[src/rtl/cache_ctrl_2way.sv]
// cache_ctrl_2way: control FSM for a 2-way set-associative, write-back,
// write-allocate cache. 16-bit byte addresses, 128-bit lines, 8 indices.
// Address split: tag [15:7], index [6:4], offset [3:0].
//
// Ports:
//   clk, reset                    clock and synchronous active-high reset
//   mem_read, mem_write           CPU request (both high = write), held until mem_resp
//   mem_address                   CPU byte address
//   mem_resp                      one-cycle completion pulse to the CPU
//   pmem_read, pmem_write         line fill / line writeback request to physical memory
//   pmem_resp                     physical memory transaction complete
//   pmem_address                  line-aligned physical address
//   hit, set_one_hit, set_two_hit tag-compare results from the datapath
//   set_*_valid/_dirty/_tag       per-way line state at the current index
//   load_set_one, load_set_two    per-way write strobes
//   write_type_set_*              1 = CPU write merge (dirty), 0 = line fill (clean)
//   wb_sel                        way driving writeback data (0 = way one, 1 = way two)
module cache_ctrl_2way #(
  parameter int unsigned NUM_INDICES = 8,
  parameter int unsigned TAG_W       = 9
) (
  input  logic             clk,
  input  logic             reset,
  input  logic             mem_read,
  input  logic             mem_write,
  input  logic [15:0]      mem_address,
  output logic             mem_resp,
  output logic             pmem_read,
  output logic             pmem_write,
  input  logic             pmem_resp,
  output logic [15:0]      pmem_address,
  input  logic             hit,
  input  logic             set_one_hit,
  input  logic             set_two_hit,
  input  logic             set_one_valid,
  input  logic             set_two_valid,
  input  logic             set_one_dirty,
  input  logic             set_two_dirty,
  input  logic [TAG_W-1:0] set_one_tag,
  input  logic [TAG_W-1:0] set_two_tag,
  output logic             load_set_one,
  output logic             load_set_two,
  output logic             write_type_set_one,
  output logic             write_type_set_two,
  output logic             wb_sel
);

  localparam int unsigned IdxW = $clog2(NUM_INDICES);

  typedef enum logic [1:0] {StIdle, StWriteback, StFill} state_e;

  state_e                 state_q, state_d;
  logic [NUM_INDICES-1:0] lru_q, lru_d;    // 1 = way two is least recently used
  logic                   victim_q, victim_d;

  logic [IdxW-1:0] idx;
  logic            req;
  logic            is_write;
  logic            miss_victim;
  logic            victim_dirty;
  logic            unused_offset;

  assign idx           = mem_address[IdxW+3:4];
  assign req           = mem_read | mem_write;
  assign is_write      = mem_write;
  assign unused_offset = ^mem_address[3:0];

  // Invalid ways are filled first; only a full set consults LRU.
  always_comb begin
    miss_victim = 1'b0;
    if (!set_one_valid) begin
      miss_victim = 1'b0;
    end else if (!set_two_valid) begin
      miss_victim = 1'b1;
    end else begin
      miss_victim = lru_q[idx];
    end
    victim_dirty = miss_victim ? (set_two_valid & set_two_dirty)
                               : (set_one_valid & set_one_dirty);
  end

  always_comb begin
    state_d            = state_q;
    lru_d              = lru_q;
    victim_d           = victim_q;
    mem_resp           = 1'b0;
    pmem_read          = 1'b0;
    pmem_write         = 1'b0;
    pmem_address       = '0;
    load_set_one       = 1'b0;
    load_set_two       = 1'b0;
    write_type_set_one = 1'b0;
    write_type_set_two = 1'b0;
    wb_sel             = 1'b0;

    // Outputs are held quiet while reset is sampled so an aborted
    // transaction cannot fire a load strobe on the reset edge.
    if (!reset) begin
      unique case (state_q)
        StIdle: begin
          if (req) begin
            if (hit) begin
              mem_resp = 1'b1;
              if (set_one_hit) begin
                load_set_one       = is_write;
                write_type_set_one = is_write;
                lru_d[idx]         = 1'b1;
              end else if (set_two_hit) begin
                load_set_two       = is_write;
                write_type_set_two = is_write;
                lru_d[idx]         = 1'b0;
              end
            end else begin
              victim_d = miss_victim;
              state_d  = victim_dirty ? StWriteback : StFill;
            end
          end
        end
        StWriteback: begin
          pmem_write   = 1'b1;
          pmem_address = {(victim_q ? set_two_tag : set_one_tag), idx, 4'b0000};
          wb_sel       = victim_q;
          if (pmem_resp) begin
            state_d = StFill;
          end
        end
        StFill: begin
          pmem_read    = 1'b1;
          pmem_address = {mem_address[15:4], 4'b0000};
          if (pmem_resp) begin
            load_set_one = ~victim_q;
            load_set_two = victim_q;
            lru_d[idx]   = ~victim_q;
            state_d      = StIdle;
          end
        end
        default: state_d = StIdle;
      endcase
    end
  end

  always_ff @(posedge clk) begin
    if (reset) begin
      state_q  <= StIdle;
      lru_q    <= '0;
      victim_q <= 1'b0;
    end else begin
      state_q  <= state_d;
      lru_q    <= lru_d;
      victim_q <= victim_d;
    end
  end

endmodule

[config.mk]
export PLATFORM = sky130hd
export DESIGN_NAME = cache_ctrl_2way
export DESIGN_NICKNAME = d
export VERILOG_FILES = /design/src/rtl/cache_ctrl_2way.sv
export SDC_FILE = /design/constraint.sdc
export NUM_CORES = 1
export LEC_CHECK = 0
export BUFFER_PORTS_ARGS = -buffer_cell sky130_fd_sc_hd__buf_2
export CAP_MARGIN = 20
export CORE_MARGIN = 2
export CORE_UTILIZATION = 38
export CTS_CLUSTER_SIZE = 24
export DETAILED_ROUTE_END_ITERATION = 6
export PLACE_DENSITY_LB_ADDON = 0.3
export SLEW_MARGIN = 20
export SYNTH_ARGS = -nofsm -noshare
export SYNTH_HDL_FRONTEND = slang
export SYNTH_SLANG_ARGS = --single-unit
[constraint.sdc]
create_clock -name clk -period 1.7 [get_ports clk]
set_clock_uncertainty 0.05 [all_clocks]
set_input_delay 0.17 -clock clk [delete_from_list [all_inputs] [get_ports clk]]
set_output_delay 0.17 -clock clk [all_outputs]
set_load 0.02 [all_outputs]
==> summary.md <==
| Metric | Value |
|---|---|
| Dpl cells | `roughly 220` |
| CP max FO | `5` |
| CTS Buf Count | `3` |
| Placed Area | `roughly 1400 sq um` |
| MaxCap Viol Count | `0` |
| VDD IR max | `approximately 0.54 mV` |
| Die Ht | `roughly 57 um` |
| Number of synthesized flops with an enable pin | `0` |
| Max-slew violations | `0` |
| Cell Rows | `19` |
| DR WL/cell | `14.4 um` |
| Clock-pin transition on the worst setup and hold timing paths | `roughly 0.070 ns` |
| Final non-filler cell total | `~230` |
| Syn Area/Cell | `8.21 sq um` |
| Fin crit period | `~1.7 ns` |
| Die Wd | `around 57 um` |
| PwrDens | `between 500 and 600 nW/um^2` |
| Final setup viols | `2` |
| Synth Warn # | `0` |
| Most frequent cells after synthesis | `17 x nor2_1, 15 x nand2_1, 11 x dfxtp_1` |
| Clk_lat worst skew | `0.28 ns` |
| Root Driver | `clkbuf_4` |
| Period utilization | `100%` |
| Min-delay worst type | `input port to flip-flop` |
| Count leader, synth | `nor2_1` |
| Clock sink total | `11` |
| CTS H-Tree Depth | `1` |
| Filler cells | `approximately 230` |
| DRT iter0 DRCs | `36` |
| Main synth FF type | `dfxtp_1` |
| Antenna diodes | `0` |
| F_max | `between 500 and 600 MHz` |
| FF+latch count, synth | `11` |
| GR Util All Layers | `18.0%` |
| Hold slack final | `0.0632 ns` |
| Detail Placement HPWL | `2320 um` |
| Status | `complete, but fails checks` |
| Final Cell Area | `between 1500 and 2000 sq um` |
| Cell accounting for the most synthesized area | `dfxtp_1` |
| GPL Wtd Cong | `0.793` |
| Cell Area, Synth | `1080 sq um` |
| Cell count after synthesis | `132` |
| Routed WL | `3350 um` |
| Async set-reset flop share out of synthesis | `0%` |
| Grt ovf | `0` |
| Avg Vias per Cell | `5.41` |
| IO Count | `70` |
| First-pass DRT Iterations | `4` |
| Setup repair after global routing missed its margin | `yes` |
| Startpoint Class | `flip-flop` |
| Layout Utilization | `about 63%` |
| Cts hold-fix bufs | `0` |
| Share of the synthesized area in the top cell type | `20.3%` |
| Initial Util | `around two fifths` |
| Failing checks | `setup timing` |
| CTS max path bufs | `2` |
| CTS tree | `built` |
| Placeable Area | `about 2700 sq um` |
| Largest net degree at the start of global routing | `12` |
| WS Path Type | `flip-flop to output pin` |
| Critical Path RT | `around 1.5 ns` |
| Initial antenna violation count | `0` |
| Synth area leaders | `dfxtp_1 20%, mux2_2 9.4%, mux2i_1 8.3%` |
| Layout cells sized above 1 | `between 60% and 70%` |
| Final hold violation count | `0` |
| Overall power | `just under 1 mW` |
| Kind of end point of the critical path | `output pin` |
| Vias in the first global route | `1150` |
| Layout Nets | `251` |
| Sequential share of the synthesized area | `between 20% and 30%` |
| Final ANT Viol Nets | `0` |
| Yosys cell types | `38` |
| IO buf count | `61` |
| Static leakage | `between 0.7 and 0.8 nW` |
| First-pass GRT wire length | `between 4000 and 5000 um` |
| Layout area overhead | `58.7%` |
| Worst endpoint data arrival time | `1.49 ns` |
| Residual DRC | `0` |
| Final setup margin | `-0.00550 ns` |
| Die ar. | `approximately 3300 sq um` |
| Vias | `roughly 1300` |
repair_timing:
| action | 4_1_cts | 5_1_grt |
|---|---|---|
| gates cloned | 0 | 2 |
| pin swaps | 1 | 3 |
| resized for setup | 21 | 44 |
| setup buffers | 1 | 2 |
| endpoints found under the setup margin | 23 | 27 |
power by group:
part / internal, mW / total, mW / switching, mW
combinational: 0.244 / 0.515 / 0.271
clock: 0.0914 / 0.189 / 0.0979
sequential: 0.273 / 0.288 / 0.0155
stage by stage:
| stage | TNS [ns] | worst slack [ns] |
|---|---|---|
| global placement | 0 | 0.0141 |
| detailed placement | -0.0224 | -0.0153 |
| global route | -0.278 | -0.0573 |
| finish | -0.00607 | -0.00550 |
| floorplan | 0 | 0.0502 |
| CTS | 0 | 0.00336 |
critical path: stages (launching register included):
cell	delay [ns]
dfxtp_2	0.34
buf_4	0.14
mux2_2	0.34
a22oi_1	0.17
nor2_1	0.05
buf_2	0.15
kinds of logic after synthesis:
group	synth area share, %
and+or+nand+nor	26.1
AOI/OAI and AO/OA	16.1
muxes	25.3
buffers and inverters	8.43
DFF	20.3
adders and majority gates	3.46
other	0.346
cell type report:
type	instances	area (sq um)	share of cell area [%]
clock buffer	4	26.3	1.53
inverter	5	23.8	1.38
sequential	11	230	13.4
timing repair buffer	75	465	27.1
multi-input combinational	106	935	54.4
tap	31	38.8	2.26
metal layers:
metal / wire length (um) / part of all wire, % / GRT usage, %
met5: 0 / 0 / 0
met3: 218 / 6.5 / 1.81
met1: 1360 / 41 / 21.4
met4: 31 / 0.93 / 6.31
met2: 1730 / 52 / 33.3
path summary, 6_finish.rpt:
path / from / endpoint / slack [ns] / cells past startpoint
hold / removal: set_one_valid / state_q[1]$_SDFFE_PP0P_ / 0.06 / 2
setup reg to reg: state_q[0]$_SDFFE_PP0P_ / flip-flop / 0.03 / 6
setup / recovery: victim_q$_SDFFE_PP0P_ / pmem_address[11] / -0.005 / 5
hold reg to reg: flip-flop / flip-flop / 0.41 / 2
cell usage in the layout, fill, tap and decap left out, types with 2 or more instances in the layout:
cell,count
a22oi_2,7
inv_4,2
dfxtp_4,2
dfxtp_1,7
nor2_2,5
buf_6,6
buf_2,48
ha_4,3
mux2_2,9
nor4_1,2
clkbuf_4,3
nand4b_1,2
nor2_1,10
inv_1,3
buf_4,21
nor3_1,3
nand2_2,2
conb_1,4
a41o_1,2
mux4_2,2
nor2_4,2
and2_1,3
mux2i_1,9
dfxtp_2,2
nand2_1,13
a22oi_1,3
Note: power is estimated with default switching activity, not from simulation.
